## src/rtl/synth_pkg.sv

```systemverilog
// Shared voice state and waveform encodings plus the phase-to-waveform shaper.
// Combinational helpers only: no latency, no flow control.
package synth_pkg;

  typedef enum logic [1:0] {
    IDLE    = 2'd0,
    HELD    = 2'd1,
    RELEASE = 2'd2
  } voice_state_t;

  typedef enum logic [1:0] {
    SQUARE = 2'd0,
    SAW    = 2'd1,
    TRI    = 2'd2,
    SILENT = 2'd3
  } wave_t;

  // Shaper works at a fixed width; callers zero-extend their slices in and keep the low SAMPLE_W bits.
  localparam int WAVE_MAX_W = 32;

  function automatic logic [WAVE_MAX_W-1:0] shape_wave(
    input wave_t                 sel,
    input logic                  msb,
    input logic [WAVE_MAX_W-1:0] saw_v,
    input logic [WAVE_MAX_W-1:0] tri_v
  );
    logic [WAVE_MAX_W-1:0] w;
    case (sel)
      SQUARE:  w = msb ? '1 : '0;
      SAW:     w = saw_v;
      TRI:     w = msb ? ~tri_v : tri_v;
      default: w = '0;
    endcase
    return w;
  endfunction

endpackage

```

## src/rtl/synth_voice.sv

```systemverilog
// One voice: state, phase accumulator, release amplitude, waveshaping and amplitude scaling.
// Control inputs take effect at the next edge; voice_out is combinational from registered state.
module synth_voice
  import synth_pkg::*;
#(
  parameter int PHASE_W  = 16,
  parameter int SAMPLE_W = 8,
  parameter int AMP_W    = 4,
  parameter int KEY_W    = 4
) (
  input  logic                clk,
  input  logic                n_rst,
  input  logic                en,
  input  logic                load,
  input  logic                retrig,
  input  logic                rel,
  input  logic                decay_tick,
  input  logic [KEY_W-1:0]    key_code,
  input  logic [PHASE_W-1:0]  key_step,
  input  wave_t               wave_sel,
  output voice_state_t        state,
  output logic [KEY_W-1:0]    code,
  output logic [SAMPLE_W-1:0] voice_out
);

  localparam logic [AMP_W-1:0] AMP_MAX = {AMP_W{1'b1}};

  logic [PHASE_W-1:0]        step;
  logic [PHASE_W-1:0]        phase;
  logic [AMP_W-1:0]          amp;
  logic [WAVE_MAX_W-1:0]     saw_ext;
  logic [WAVE_MAX_W-1:0]     tri_ext;
  logic [WAVE_MAX_W-1:0]     wave_full;
  logic [SAMPLE_W-1:0]       wave;
  logic [SAMPLE_W+AMP_W-1:0] scaled;
  logic                      unused_wave;

  always_ff @(posedge clk or negedge n_rst) begin
    if (!n_rst) begin
      state <= IDLE;
      code  <= '0;
      step  <= '0;
      phase <= '0;
      amp   <= '0;
    end else if (load) begin
      state <= HELD;
      code  <= key_code;
      step  <= key_step;
      phase <= '0;
      amp   <= AMP_MAX;
    end else begin
      if (en && state != IDLE) phase <= phase + step;
      // Retrigger outranks a decay tick landing on the same edge.
      if (retrig) begin
        state <= HELD;
        amp   <= AMP_MAX;
        step  <= key_step;
      end else if (rel) begin
        state <= RELEASE;
      end else if (decay_tick && state == RELEASE) begin
        amp <= (amp == '0) ? '0 : amp - AMP_W'(1);
        if (amp <= AMP_W'(1)) state <= IDLE;
      end
    end
  end

  always_comb begin
    saw_ext = '0;
    tri_ext = '0;
    saw_ext[SAMPLE_W-1:0] = phase[PHASE_W-1 -: SAMPLE_W];
    tri_ext[SAMPLE_W-1:0] = phase[PHASE_W-2 -: SAMPLE_W];
  end

  assign wave_full   = shape_wave(wave_sel, phase[PHASE_W-1], saw_ext, tri_ext);
  assign wave        = wave_full[SAMPLE_W-1:0];
  assign unused_wave = ^wave_full[WAVE_MAX_W-1:SAMPLE_W];

  assign scaled    = {{AMP_W{1'b0}}, wave} * {{SAMPLE_W{1'b0}}, amp};
  assign voice_out = (state == IDLE) ? '0 : scaled[SAMPLE_W+AMP_W-1:AMP_W];

endmodule

```

## src/rtl/poly_voice_engine.sv

```systemverilog
// Polyphonic voice allocator and mixer: key events land one cycle after the strobe, samples on each sample tick.
// No backpressure: presses with no free voice are dropped and flagged on key_drop_o.
module poly_voice_engine
  import synth_pkg::*;
#(
  parameter int NUM_VOICES = 4,
  parameter int PHASE_W    = 16,
  parameter int SAMPLE_W   = 8,
  parameter int AMP_W      = 4,
  parameter int KEY_W      = 4,
  parameter int SAMPLE_DIV = 256,
  parameter int DECAY_DIV  = 4096
) (
  input  logic                  clk,
  input  logic                  n_rst,
  input  logic                  en,
  input  logic                  key_valid,
  input  logic                  key_on,
  input  logic [KEY_W-1:0]      key_code,
  input  logic [PHASE_W-1:0]    key_step,
  input  logic [1:0]            wave_sel,
  output logic [SAMPLE_W-1:0]   sample_o,
  output logic                  sample_valid,
  output logic [NUM_VOICES-1:0] voice_busy_o,
  output logic                  key_drop_o
);

  localparam int LOG_NV = $clog2(NUM_VOICES);
  localparam int SUM_W  = SAMPLE_W + LOG_NV;
  localparam int SCNT_W = $clog2(SAMPLE_DIV);
  localparam int DCNT_W = $clog2(DECAY_DIV);
  localparam logic [SCNT_W-1:0] SCNT_LAST = SCNT_W'(SAMPLE_DIV - 1);
  localparam logic [DCNT_W-1:0] DCNT_LAST = DCNT_W'(DECAY_DIV - 1);

  voice_state_t        v_state [NUM_VOICES];
  logic [KEY_W-1:0]    v_code  [NUM_VOICES];
  logic [SAMPLE_W-1:0] v_out   [NUM_VOICES];

  logic [NUM_VOICES-1:0] idle_vec, hit_busy, hit_held;
  logic [NUM_VOICES-1:0] load_vec, retrig_vec, rel_vec;
  logic                  drop_evt;
  logic [SCNT_W-1:0]     scnt;
  logic [DCNT_W-1:0]     dcnt;
  logic                  sample_tick, decay_tick;
  logic [SUM_W-1:0]      mix_sum;
  logic [SAMPLE_W-1:0]   mix_sample;

  function automatic logic [NUM_VOICES-1:0] lowest_set(input logic [NUM_VOICES-1:0] v);
    return v & (~v + NUM_VOICES'(1));
  endfunction

  assign sample_tick = en && (scnt == SCNT_LAST);
  assign decay_tick  = en && (dcnt == DCNT_LAST);

  // Allocation sees only registered voice state, so a voice hitting amp 0 this edge is still busy.
  always_comb begin
    idle_vec   = '0;
    hit_busy   = '0;
    hit_held   = '0;
    load_vec   = '0;
    retrig_vec = '0;
    rel_vec    = '0;
    drop_evt   = 1'b0;
    for (int i = 0; i < NUM_VOICES; i++) begin
      idle_vec[i] = (v_state[i] == IDLE);
      hit_busy[i] = (v_state[i] != IDLE) && (v_code[i] == key_code);
      hit_held[i] = (v_state[i] == HELD) && (v_code[i] == key_code);
    end
    if (key_valid && key_on) begin
      if (|hit_busy)      retrig_vec = lowest_set(hit_busy);
      else if (|idle_vec) load_vec   = lowest_set(idle_vec);
      else                drop_evt   = 1'b1;
    end else if (key_valid) begin
      rel_vec = lowest_set(hit_held);
    end
  end

  for (genvar i = 0; i < NUM_VOICES; i++) begin : g_voice
    synth_voice #(
      .PHASE_W  (PHASE_W),
      .SAMPLE_W (SAMPLE_W),
      .AMP_W    (AMP_W),
      .KEY_W    (KEY_W)
    ) u_voice (
      .clk        (clk),
      .n_rst      (n_rst),
      .en         (en),
      .load       (load_vec[i]),
      .retrig     (retrig_vec[i]),
      .rel        (rel_vec[i]),
      .decay_tick (decay_tick),
      .key_code   (key_code),
      .key_step   (key_step),
      .wave_sel   (wave_t'(wave_sel)),
      .state      (v_state[i]),
      .code       (v_code[i]),
      .voice_out  (v_out[i])
    );
    assign voice_busy_o[i] = (v_state[i] != IDLE);
  end

  always_comb begin
    mix_sum = '0;
    for (int i = 0; i < NUM_VOICES; i++) begin
      mix_sum = mix_sum + {{LOG_NV{1'b0}}, v_out[i]};
    end
    mix_sample = mix_sum[SUM_W-1:LOG_NV];
  end

  always_ff @(posedge clk or negedge n_rst) begin
    if (!n_rst) begin
      scnt         <= '0;
      dcnt         <= '0;
      sample_o     <= '0;
      sample_valid <= 1'b0;
      key_drop_o   <= 1'b0;
    end else begin
      key_drop_o   <= drop_evt;
      sample_valid <= sample_tick;
      if (sample_tick) sample_o <= mix_sample;
      if (en) begin
        scnt <= (scnt == SCNT_LAST) ? '0 : scnt + SCNT_W'(1);
        dcnt <= (dcnt == DCNT_LAST) ? '0 : dcnt + DCNT_W'(1);
      end
    end
  end

endmodule

```

## config.mk

```make
export PLATFORM = sky130hd
export DESIGN_NAME = poly_voice_engine
export DESIGN_NICKNAME = d
export VERILOG_FILES = /design/src/rtl/synth_pkg.sv /design/src/rtl/synth_voice.sv /design/src/rtl/poly_voice_engine.sv
export SDC_FILE = /design/constraint.sdc
export NUM_CORES = 1
export LEC_CHECK = 0
export CORE_MARGIN = 5
export CORE_UTILIZATION = 58
export CTS_CLUSTER_DIAMETER = 100
export CTS_CLUSTER_SIZE = 40
export DETAILED_ROUTE_END_ITERATION = 8
export PLACE_DENSITY = 0.88
export SYNTH_ARGS = -nofsm -noshare
export SYNTH_HDL_FRONTEND = slang
export SYNTH_HIERARCHICAL = 1
export SYNTH_SLANG_ARGS = --single-unit
```

## constraint.sdc

```tcl
create_clock -name clk -period 6.3 [get_ports clk]
set_input_delay 0.63 -clock clk [delete_from_list [all_inputs] [get_ports clk]]
set_output_delay 0.63 -clock clk [all_outputs]
set_load 0.05 [all_outputs]
```

# ---- Word-level counts from Yosys, hierarchy flattened
# Cells that the tools add are included.
dict set report word_totals {
  register_bits 198
  latchBits 0
  mem_bits_rw 0
  mem_bits_ro 0
  inputBits 27
  output_inout_bits 14
  word_cells 225
  n_memories 0
}
dict set report classes {
  n_addsub 16
  mul 4
  n_div 0
  magnitude_cmp 4
  n_eq_ne 20
  shift 0
  muxes 84
  n_bitwise 10
  n_reduce_logical 62
}
# op count
set ops {}
lappend ops {{16-bit 2-to-1 mux} 16}
lappend ops {{4-bit 2-to-1 mux} 27}
lappend ops {{8-bit 2-to-1 mux} 13}
lappend ops {{8-bit case mux with 3 select lines} 4}
lappend ops {{16-bit adder} 4}
lappend ops {{8-bit by 4-bit multiplier with 12-bit output} 4}
lappend ops {{2-bit 2-to-1 mux} 20}
lappend ops {{8-bit NOT} 4}
lappend ops {{4-bit nonzero test} 8}
lappend ops {{2-bit nonzero test} 12}
lappend ops {{1-bit logical AND} 19}
lappend ops {{4-bit == test} 4}
lappend ops {{4-bit by 1-bit less-or-equal comparator with 1-bit output (second input constant)} 4}
lappend ops {{4-bit zero test} 4}
lappend ops {{2-bit AND reduction} 8}
lappend ops {{4-bit by 1-bit subtractor with 4-bit output (second input constant)} 4}
lappend ops {{12-bit by 1-bit adder with 12-bit output (second input constant)} 1}
lappend ops {{4-bit by 1-bit adder with 4-bit output (second input constant)} 3}
lappend ops {{4-bit AND} 3}
lappend ops {{12-bit == test (second input constant)} 1}
lappend ops {{12-bit 2-to-1 mux} 1}
lappend ops {{3-bit inequality test (second input constant)} 4}
lappend ops {{4-bit NOT} 3}
lappend ops {{3-bit nonzero test} 4}
lappend ops {{other kinds (10)} 25}

# ---- Logic depth before layout (Yosys ltp)
dict set report depth {
  ltp_word 10
  ltp_mapped 27
  mapped_depth_nobuf 26
}

# ---- Cells and area by module
# Netlist, hierarchy kept.
# mod n_inst cells_each area_per_inst_um2 seq_area_each_um2
set by_module_without_submodules {}
lappend by_module_without_submodules {{synth_voice at g_voice[2].u_voice} 1 381 3580.9 1051.0}
lappend by_module_without_submodules {{synth_voice at g_voice[3].u_voice} 1 382 3557.2 1051.0}
lappend by_module_without_submodules {{synth_voice at g_voice[1].u_voice} 1 386 3540.9 1051.0}
lappend by_module_without_submodules {{synth_voice at g_voice[0].u_voice} 1 385 3510.9 1051.0}
lappend by_module_without_submodules {poly_voice_engine 1 278 2439.8 750.7}

# ---- Least setup slack after synthesis
# OpenSTA, ideal clock, no wires.
dict set report synth_timing {
  kind {in2reg}
  startpoint {input port wave_sel[0]}
  endpoint {register sample_o[5]}
  setup_ps 83
  t_arrival_ps 6271
  t_required_ps 6217
  setup_slack_ps -54
  cell_stages 26
  n_path_buf 1
  cell_sequence {buf_6 or3b_4 o211ai_1 a21oi_1 and2_1 fa_1 inv_1 fa_1 inv_1 ha_1 and2_1 a221oi_1 o31ai_4 a21oi_1 xor2_1 nor2_1 inv_1 fa_1 fa_1 inv_1 ha_1 nor2b_1 o311ai_0 a21oi_1 xnor2_1 o21ai_0}
}
# item line
set synth_rtl {}
lappend synth_rtl {{start, declared} poly_voice_engine.sv:21} ;# input logic [1:0] wave_sel,
lappend synth_rtl {{end signal, assigned} poly_voice_engine.sv:120} ;# if (sample_tick) sample_o <= mix_sample;
lappend synth_rtl {{end, declared} poly_voice_engine.sv:22} ;# output logic [SAMPLE_W-1:0] sample_o,

==> results.toml <==
[worst_setup_path]
critPathArrivalTime_ns = 6.43
worstPathRequired_ns = 6.62
reg2reg_from = "g_voice[1].u_voice/phase[7]"
crit_fanout = 14
end_kind = "register"
crit_start = "wave_sel[1]"
critical_path_class = "in -> reg"
r2r_cells = 25
startpoint_type = "input pin"

[grt]
grt_overflow = 0
track_usage = 0.267
antenna_found_initial = 1
grt_pass1_vias = 14513
met1_usage = 0.339
met2_usage = 0.448
grt_max_degree = 129
grt.busiest_layer = "met2"
grt_pass1_wl_microns = 70100
globalRouteMet3Util = 0.0443

[logic_synthesis]
synth-seq-cells = 198
avgSynthCellArea_sq_um = 9.18
syn-cell-area_sq_um = 16600
synth_top_family_by_area = "simple AND/OR/NAND/NOR gates"
synthXorXnorAreaFrac = 0.0542
synth_flop_cell = "dfrtp_1"
synth-warning-count = 6
yosys.area_share.simple = 0.203
netlist_instances = 1812
synth-adder-area-share = 0.171
synth_edf_count = 0
async_flop_share = 1.00
yosysSeqAreaShare = 0.298
synth.distinct_cells = 84
synth_compound_area_frac = 0.163
synth.area.mux_share = 0.0606
synth_nets = 2028

[clock_network]
ctsHoldBuffers = 0
clock_latency_ns = 0.45
clk_path_buf_depth = 2
root_buffer = "clkbuf_16"
cts_tree = "done"
path_clk_slew_ns = 0.07
cts.sinks = 198
cts_htree_levels = 4
cts_buffers = 17

[drt]
via_per_inst = 6.19
firstDrtPassIters = 7
wl_per_cell_microns = 18.6
vias = 14533
drtIter0Drc = 1280
drc = 0
wl_microns = 43700
antenna_left = 0

[timing]
fin_ws_ns = 0.199
hold_viol = 0
max_slew.worst_pin.slew_ns = 1.27
report.final.slew_viol_count = 0
hold_slack_ns = 0.329
fin_skew_ns = 0.0174
fin_crit_ns = 6.10
fin_crit_sh = 0.968
max_slew_margin = 0.151
setup_tns_ns = 0
setup_violations = 0
fmax_mhz = 164

[placed_design]
dpl.hpwl_microns = 30600
post-place-ws_ns = -0.778
port_buffers = 40
gp_congestion = 0.921
place_area_sq_um = 18200

[floorplan]
core_sq_um = 28500
die-area_sq_um = 32200
fp.dieW_microns = 179
die_height_microns = 179
rows = 62
pin_count = 41
initial_core_util = 0.584

[outcome]
status = "completed"

[final_layout]
seqCellArea_sq_um = 4960
syn_to_final_growth_pct = 15.0
multiInputGateArea_sq_um = 11000
nFillCells = 2000
final_net_count = 2166
final_common_cell = "dfrtp_1"
drive_gt1_frac = 0.182
final_cell_mix = "dfrtp_1, nand2_1, inv_1"
final_design_area_no_fill_sq_um = 19100

[hold_path]
hp-class = "in -> async"

[flow_run]
cap_viol_max_count = 0
## cell type report
| type | instances | share of cell area |
|---|---|---|
| diodes | 1 | 0.000131 |
| clock buffers | 18 | 0.0230 |
| clock inverters | 14 | 0.00942 |
| inverters | 148 | 0.0291 |
| multi-input cells | 1408 | 0.577 |
| flip-flops and latches | 198 | 0.259 |
| well taps | 384 | 0.0251 |
| repair buffers | 177 | 0.0772 |
## flip-flops by register name, indices dropped and copies added, names as in the netlist
name                   cells
sample_o                   8
g_voice.u_voice/code      16
g_voice.u_voice/state      8
dcnt                      12
key_drop_o                 1
g_voice.u_voice/amp       16
sample_valid               1
scnt                       8
g_voice.u_voice/phase     64
g_voice.u_voice/step      64
## path summary, 6_finish.rpt
kind,endpoint,slack [ns]
min in group clk,sample_o[6],0.49
worst max register to register,sample_o[6],0.21
worst max-delay path,sample_o[6],0.20
worst min-delay path,dcnt[1],0.33
worst min register to register,sample_o[6],0.49
max in group asynchronous,g_voice[2].u_voice/phase[9],4.36
## synth_stat cells, types with 6 or more instances
library cell / count / share of area
a2111oi_0: 6 / 0.0032
a211o_1: 14 / 0.0074
a211oi_1: 18 / 0.0081
a21boi_0: 6 / 0.0027
a21o_1: 31 / 0.014
a21oi_1: 129 / 0.039
a22oi_1: 11 / 0.0050
a311oi_1: 7 / 0.0037
a31oi_1: 12 / 0.0045
and2_1: 12 / 0.0045
and3_1: 9 / 0.0034
and4bb_2: 10 / 0.0075
buf_1: 7 / 0.0016
clkbuf_1: 39 / 0.0088
dfrtp_1: 198 / 0.30
fa_1: 64 / 0.077
ha_1: 125 / 0.094
inv_1: 148 / 0.033
mux2_2: 83 / 0.056
nand2_1: 155 / 0.035
nand2b_1: 31 / 0.012
nand3_1: 40 / 0.012
nand3b_1: 15 / 0.0068
nand4_1: 25 / 0.0094
nor2_1: 109 / 0.025
nor2b_1: 91 / 0.034
nor3_1: 49 / 0.015
nor3b_1: 6 / 0.0027
o211ai_1: 17 / 0.0077
o21a_1: 10 / 0.0045
o21ai_0: 77 / 0.023
o21ai_1: 6 / 0.0018
o21bai_1: 12 / 0.0054
or2_2: 13 / 0.0049
or3_1: 12 / 0.0045
or3b_2: 6 / 0.0032
or4b_2: 6 / 0.0036
xnor2_1: 66 / 0.035
xor2_1: 37 / 0.019
## per-stage QoR
stage	std cells	util
3_5_place_dp	2302	0.639
3_3_place_gp	2302	0.639
2_1_floorplan	1812	-
5_1_grt	2347	0.671
4_1_cts	2338	0.663
6_report	2348	0.672
## critical path: stages
cell and delay, ns:
buf_4 0.15, buf_12 0.15, and3b_2 0.19, a221o_2 0.33, a21boi_2 0.18, nand2_1 0.10
fa_1 0.44, fa_1 0.50, inv_1 0.05, ha_1 0.30, and3_2 0.20, and3_2 0.23
a41oi_4 0.33, buf_6 0.18, buf_4 0.11, a21oi_2 0.05, o21a_1 0.17, nor3_1 0.16
inv_1 0.10, fa_1 0.49, fa_1 0.51, inv_1 0.06, ha_4 0.24, and3_1 0.15
a31oi_1 0.18, xor2_1 0.15, o21ai_0 0.08
## per-layer routing
metal | up-vias | share of wire
met4 | 0 | 0.047
met1 | 7113 | 0.40
met5 | - | 0
met3 | 147 | 0.066
met2 | 623 | 0.49
li1 | 6650 | -
## cells by family after synthesis
kind of cell,Yosys count
AOI/OAI and AO/OA,403
and+or+nand+nor,623
muxes,90
buffers and inverters,206
DFF,198
xor gates and xnor gates,103
adders and majority gates,189
## timing repair
| item | CTS | global route |
|---|---|---|
| cloned | 0 | 1 |
| gates resized for setup | 8 | 38 |
| pin swaps | 4 | 20 |
| endpoints found under the setup margin | 6 | 6 |
| buffers inserted | 4 | 8 |
Power is left out: the tool's default activity adds up to more than one toggle a clock period on the data nets, which glitch-free logic cannot reach.
